**src/rtl/fa_pkg.sv**
```systemverilog
// Shared constants for the full-adder statistics slice: counter width default
// and the counter overflow mode encoding.
package fa_pkg;

    localparam int CNT_W_DEFAULT = 16;

    typedef enum bit {
        SAT_WRAP = 1'b0,
        SAT_HOLD = 1'b1
    } sat_mode_e;

endpackage

```
**src/rtl/fa_half_adder.sv**
```systemverilog
// Single-bit half adder; two of these plus an OR make the full-adder core.
module half_adder
    import fa_pkg::*;
(
    input  logic x,
    input  logic y,
    output logic sum,
    output logic carry
);

    assign sum   = x ^ y;
    assign carry = x & y;

endmodule

```
**src/rtl/fa.sv**
```systemverilog
// Gate-form full adder with registered outputs, operation/carry statistics
// counters and a sticky arithmetic self-check against a+b+c.
module fa
    import fa_pkg::*;
#(
    parameter int CNT_W  = CNT_W_DEFAULT,
    parameter bit SAT_EN = 1'b1
) (
    input  logic             clk,
    input  logic             rst_n,
    input  logic             a,
    input  logic             b,
    input  logic             c,
    input  logic             cnt_clr,
    output logic             s,
    output logic             cout,
    output logic             s_q,
    output logic             cout_q,
    output logic [CNT_W-1:0] op_cnt,
    output logic [CNT_W-1:0] carry_cnt,
    output logic             chk_err
);

    logic       ha0_sum;
    logic       ha0_carry;
    logic       ha1_carry;
    logic       gate_cout;
    logic [1:0] ref_sum;
    logic       mismatch;

    function automatic logic [CNT_W-1:0] cnt_inc(input logic [CNT_W-1:0] v);
        if ((v == {CNT_W{1'b1}}) && (SAT_EN == bit'(SAT_HOLD)))
            return v;
        return v + {{(CNT_W-1){1'b0}}, 1'b1};
    endfunction

    half_adder u_ha0 (.x(a),       .y(b), .sum(ha0_sum), .carry(ha0_carry));
    half_adder u_ha1 (.x(ha0_sum), .y(c), .sum(s),       .carry(ha1_carry));

    assign gate_cout = ha0_carry | ha1_carry;
    assign cout      = gate_cout;

    // Independent arithmetic reference; any disagreement with the gate form latches chk_err.
    assign ref_sum  = {1'b0, a} + {1'b0, b} + {1'b0, c};
    assign mismatch = (ref_sum != {gate_cout, s});

    always_ff @(posedge clk or negedge rst_n) begin
        if (!rst_n) begin
            s_q       <= 1'b0;
            cout_q    <= 1'b0;
            op_cnt    <= '0;
            carry_cnt <= '0;
            chk_err   <= 1'b0;
        end else begin
            s_q     <= s;
            cout_q  <= gate_cout;
            chk_err <= chk_err | mismatch;
            if (cnt_clr) begin
                op_cnt    <= '0;
                carry_cnt <= '0;
            end else begin
                op_cnt <= cnt_inc(op_cnt);
                if (gate_cout)
                    carry_cnt <= cnt_inc(carry_cnt);
            end
        end
    end

endmodule

```
**config.mk**
```make
export PLATFORM = sky130hd
export DESIGN_NAME = fa
export DESIGN_NICKNAME = d
export VERILOG_FILES = /design/src/rtl/fa_pkg.sv /design/src/rtl/fa_half_adder.sv /design/src/rtl/fa.sv
export SDC_FILE = /design/constraint.sdc
export NUM_CORES = 1
export LEC_CHECK = 0
export CORE_AREA = 2 2 63 65
export CTS_BUF_LIST = sky130_fd_sc_hd__clkbuf_4 sky130_fd_sc_hd__clkbuf_8 sky130_fd_sc_hd__clkbuf_16
export CTS_CLUSTER_DIAMETER = 150
export CTS_CLUSTER_SIZE = 20
export DETAILED_ROUTE_END_ITERATION = 6
export DIE_AREA = 0 0 65 67
export MAX_ROUTING_LAYER = met4
export PLACE_DENSITY = 0.83
export SLEW_MARGIN = 20
export SYNTH_ARGS = -nofsm -noshare
export SYNTH_HDL_FRONTEND = slang
export SYNTH_HIERARCHICAL = 1
export SYNTH_SLANG_ARGS = --single-unit
```
**constraint.sdc**
```tcl
create_clock -name clk -period 2.7 [get_ports clk]
set_input_delay 0.81 -clock clk [delete_from_list [all_inputs] [get_ports clk]]
set_output_delay 0.81 -clock clk [all_outputs]
set_load 0.01 [all_outputs]
```
Word-level counts from Yosys, hierarchy flattened
Index checks and enable logic that the tools add are counted.
- bitwise gates (word level): 6
- multiplexer cells: 10
- add/subtract/negate cells: 4
- equality and inequality tests: 5
- reductions and logical operators: 2
- operators by type and width (cell ; number):
    $mux 16 ; 5
    $add 16x1->16 const B ; 2
    $eq 16x16->1 const B ; 2
    $ne 3x3->1 const B ; 2
    $mux 1 ; 5
    $add 1x1->2 ; 1
    $add 2x1->2 ; 1
    $and 1x1->1 ; 2
    $ne 2x2->1 ; 1
    $or 1x1->1 ; 2
    $reduce_and 2->1 ; 1
    $reduce_bool 2->1 ; 1
    $xor 1x1->1 ; 2
- flip-flop bits (word level): 35
- bits of input ports: 6

Logic depth before layout (Yosys ltp)
- word-level depth: 8
- gate-level depth with buffers: 7

Hierarchy
Netlist, hierarchy kept.
- modules (own cells, without submodules) (module ; area each (sq um) ; instances ; cells an instance ; sequential area each (sq um)):
    fa ; 1904.3 ; 1 ; 199 ; 875.8
    half_adder ; 12.5 ; 2 ; 1 ; 0.0

Worst setup path after synthesis
No wires, ideal clock.
- kind: input port to output port
- start: in b
- end: out cout
- slack: 0.297 ns
- cell stages on the path: 4
- required time: 1.890 ns
- data arrival time: 1.593 ns
- path through: ha_1 > ha_1 > nor2_1 > inv_1
- word-level cells in the longest chain between the ends: 3
- elaborated cells between the ends (all ways): 4
- classes of those cells: 4 x bitwise
- RTL lines (element ; RTL line ; text):
    from (decl) ; fa.sv:12 ; input logic b,
    $xor 1x1->1 ; fa_half_adder.sv:11 ; assign sum = x ^ y;
    $and 1x1->1 ; fa_half_adder.sv:12 ; assign carry = x & y;
    net ha1_carry ; fa.sv:26 ; logic ha1_carry;
    $or 1x1->1 ; fa.sv:40 ; assign gate_cout = ha0_carry | ha1_carry;
    to (decl) ; fa.sv:16 ; output logic cout,
The timed path passes the listed nets, and every way through them passes these cells.

Worst setup path after layout
- start: in a
- end: out cout
- word-level cells in the longest chain between the ends: 3
- elaborated cells between the ends (all ways): 4
- classes of those cells: 4 x bitwise
- RTL lines (element ; RTL line ; text):
    from (decl) ; fa.sv:11 ; input logic a,
    $xor 1x1->1 ; fa_half_adder.sv:11 ;
    net ha0_sum ; fa.sv:24 ; logic ha0_sum;
    $and 1x1->1 ; fa_half_adder.sv:12 ;
    net ha1_carry ; fa.sv:26 ;
    $or 1x1->1 ; fa.sv:40 ;
The timed path passes the listed nets, and every way through them passes these cells.

==> results.cfg <==
[yosys]
ys.flop_type = dfrtp_1
synth_edf_count = 0
syn_nets = 212
syn-instance-count = 201
ys_seq_elements = 35
netlist_top_cells_area = dfrtp_1, a21oi_1, o31ai_1
yosysTopAreaCellShare = 0.454
yosysTopAreaCell = dfrtp_1
yosys_warnings = 6
synth-seq-area-share = 0.454
synth.avg_cell_area_um2 = 9.60
synth-async-reset-ratio = 1.00
synthDistinctLibCells = 39
synth_area_um2 = 1930

[drt]
drtIter0Drc = 152
antenna_left = 0
drt-wirelength-per-cell_um = 14.8
viasPerCell = 5.92
vias = 1793
routed_wl_mm = 4.48
drc = 0
first_pass_iters = 4

[placed_design]
port_buffers = 42
placed_cell_area_um2 = 2460
hpwl_mm = 3.09
gp_congestion = 0.799

[cts]
cts_tree = yes
cts_setup_buffers = 0
cts_root_buf = clkbuf_8
cts_buffer_depth = 2
clk_latency_ps = 280
numCtsBuffers = 5
h-tree-depth = 2
clock_sinks = 35
clk_pin_slew_ps = 60

[setup_path]
cp-start-kind = primary input
r2r_start = carry_cnt[0]
endpoint_kind = output port
rrSetupSlack_ps = 800
cp_slowest_stage_delay_ps = 300
crit_fanout = 2
r2r-end = carry_cnt[9]
crit_chain = dlygate4sd2_1, ha_1, ha_2, nor2_4, inv_1, buf_2
critical-path-top-delay-family = adder cells
crit_type = primary input to output port
cp.buffers_inverters = 3
arrival_ps = 1810
reg2reg_depth = 6
critPathSlowestCell = ha_1
worstPathRequired_ps = 1890
path_depth = 6

[power]
switchingPower_w = 0.000240
max-vdd-ir-drop_uv = 335
p_clk_frac = 0.361
p_leak_nw = 0.966
p_seq_frac = 0.529
p_int_w = 0.000787
netSwitchingFraction = 0.234
p_comb_frac = 0.110
power_density_nw_per_um2 = 403

[run]
max_cap_viol_count = 0

[die]
die_area_um2 = 4360
std_cell_rows = 22
die_h_um = 67
die_w_um = 65
start_util = 0.535
core_um2 = 3610
io_pins = 43

[finish]
synthToLayoutAreaGrowth_pct = 32.0
antenna_cells = 0
layout-drive-gt1-share = 0.137
postLayoutCoreUtil = 0.706
final_area_um2 = 2550
nNetsFinal = 266

[run_status]
outcome = complete, no violations

[global_routing]
grt_start_max_net_pins = 36
globalRoute.totalOverflow = 0
antenna_found_initial = 0
track_usage = 0.226
first_global_vias = 1600
grt_pass1_wl_mm = 7.41

[timing]
hold_viol = 0
clock.fmax_mhz = 381
fin_setup_tns_ps = 0
final.min_clock_period_ps = 2620
setup_viol = 0
slew_headroom = 0.713
hold_slack_ps = 484
rsz0062_at_grt = false
maxSlewViolCount = 0
worstMarginPinSlew_ps = 430
finClkSkew_ps = 5.03
finalCritPeriodShare = 0.972

[hold_path]
hp-start = chk_err
min_to = chk_err
whs_path_depth = 1
hold_path.class = register to register
-- routing by layer --
layer | routed length [um] | global-route usage
met5 | 0 | -
met1 | 2140 | 0.308
met2 | 2040 | 0.344
met3 | 206 | 0.0355
met4 | 89 | 0.0798
-- logic make-up (layout without fill, tap and decap cells) --
| family | after synthesis | after routing | synth area share |
|---|---|---|---|
| xor gates and xnor gates | 3 | 3 | 0.0136 |
| AOI/OAI and AO/OA | 47 | 47 | 0.147 |
| and+or+nand+nor | 91 | 91 | 0.279 |
| buffers and inverters | 14 | 68 | 0.0370 |
| DFF | 35 | 35 | 0.454 |
| muxes | 6 | 6 | 0.0337 |
| adders and majority gates | 5 | 5 | 0.0363 |
-- cell usage in the layout, fill, tap and decap left out, types with 2 or more instances in the layout --
master	instances
or3_2	2
and4_1	2
buf_2	2
buf_4	14
dfrtp_1	35
mux2i_1	2
xor2_1	2
nor2_1	11
dlygate4sd2_1	2
o21ai_0	8
or3_1	9
nor2b_1	5
nor3_1	7
nor4_1	4
nand2_1	12
mux2_2	4
a21oi_1	21
or4_1	11
clkbuf_8	6
nand4_1	9
nand3_1	8
ha_1	3
inv_1	5
o31ai_1	14
nand3_2	2
clkdlybuf4s50_1	38
-- final cells by class --
type                            count  area, um2
Timing Repair Buffer               56        513
Clock inverter                      1       5.00
Clock buffer                        6       82.6
Tap cell                           48       60.1
Sequential cell                    35        876
Fill cell                         289       1060
Multi-Input combinational cell    152        992
Inverter                            5       18.8
-- power by group through the flow --
stage	registers (W)	clock network, W	logic (W)
2_1_floorplan	0.000557	0	0.0000439
3_3_place_gp	0.000553	0	0.000114
3_5_place_dp	0.000553	0	0.000117
4_1_cts	0.000544	0.000381	0.000113
5_1_grt	0.000545	0.000403	0.000126
6_report	0.000544	0.000371	0.000113
-- sequential cells by signal, indices dropped and copies added, names as in the netlist --
signal	count
cout_q	1
op_cnt	16
carry_cnt	16
s_q	1
chk_err	1
-- worst max path at each step --
stage | start | endpoint
floorplan | b | cout
global placement | b | cout
detailed placement | b | cout
CTS | a | cout
global route | a | cout
finish | a | cout
-- stage by stage --
| stage | setup WS, ps | total power [W] | std cells |
|---|---|---|---|
| 2_1_floorplan | 297 | 0.000601 | 201 |
| 3_3_place_gp | -508 | 0.000667 | 296 |
| 3_5_place_dp | -544 | 0.000670 | 296 |
| 4_1_cts | 59.4 | 0.00104 | 303 |
| 5_1_grt | 6.40 | 0.00107 | 303 |
| 6_report | 75.7 | 0.00103 | 303 |
-- synthesized netlist by cell type, types with 3 or more instances --
cell type  number
a21oi_1        21
buf_2           4
clkbuf_1        3
dfrtp_1        35
ha_1            4
inv_1           5
mux2_2          4
nand2_1        12
nand3_1         8
nand4_1         9
nor2_1         12
nor2b_1         5
nor3_1          7
nor4_1          4
o21ai_0         8
o31ai_1        14
or3_1           9
or4_1          11
-- worst register-to-register path, cell delays in order, from the launching register on --
cell     delay [ps]
dfrtp_1         420
ha_1            230
nand4_1         150
nor4_4           70
buf_4           180
nor4_1          370
mux2_2          380
-- what timing repair did --
item / CTS / global route
gates cloned: 0 / 0
endpoints found under the hold margin: 0 / 0
endpoints found under the setup margin: 2 / 1
gates resized for setup: 12 / 1
pin swaps: 2 / 0
hold buffers: 0 / 0
No activity file was read; power rests on OpenSTA's default activity.
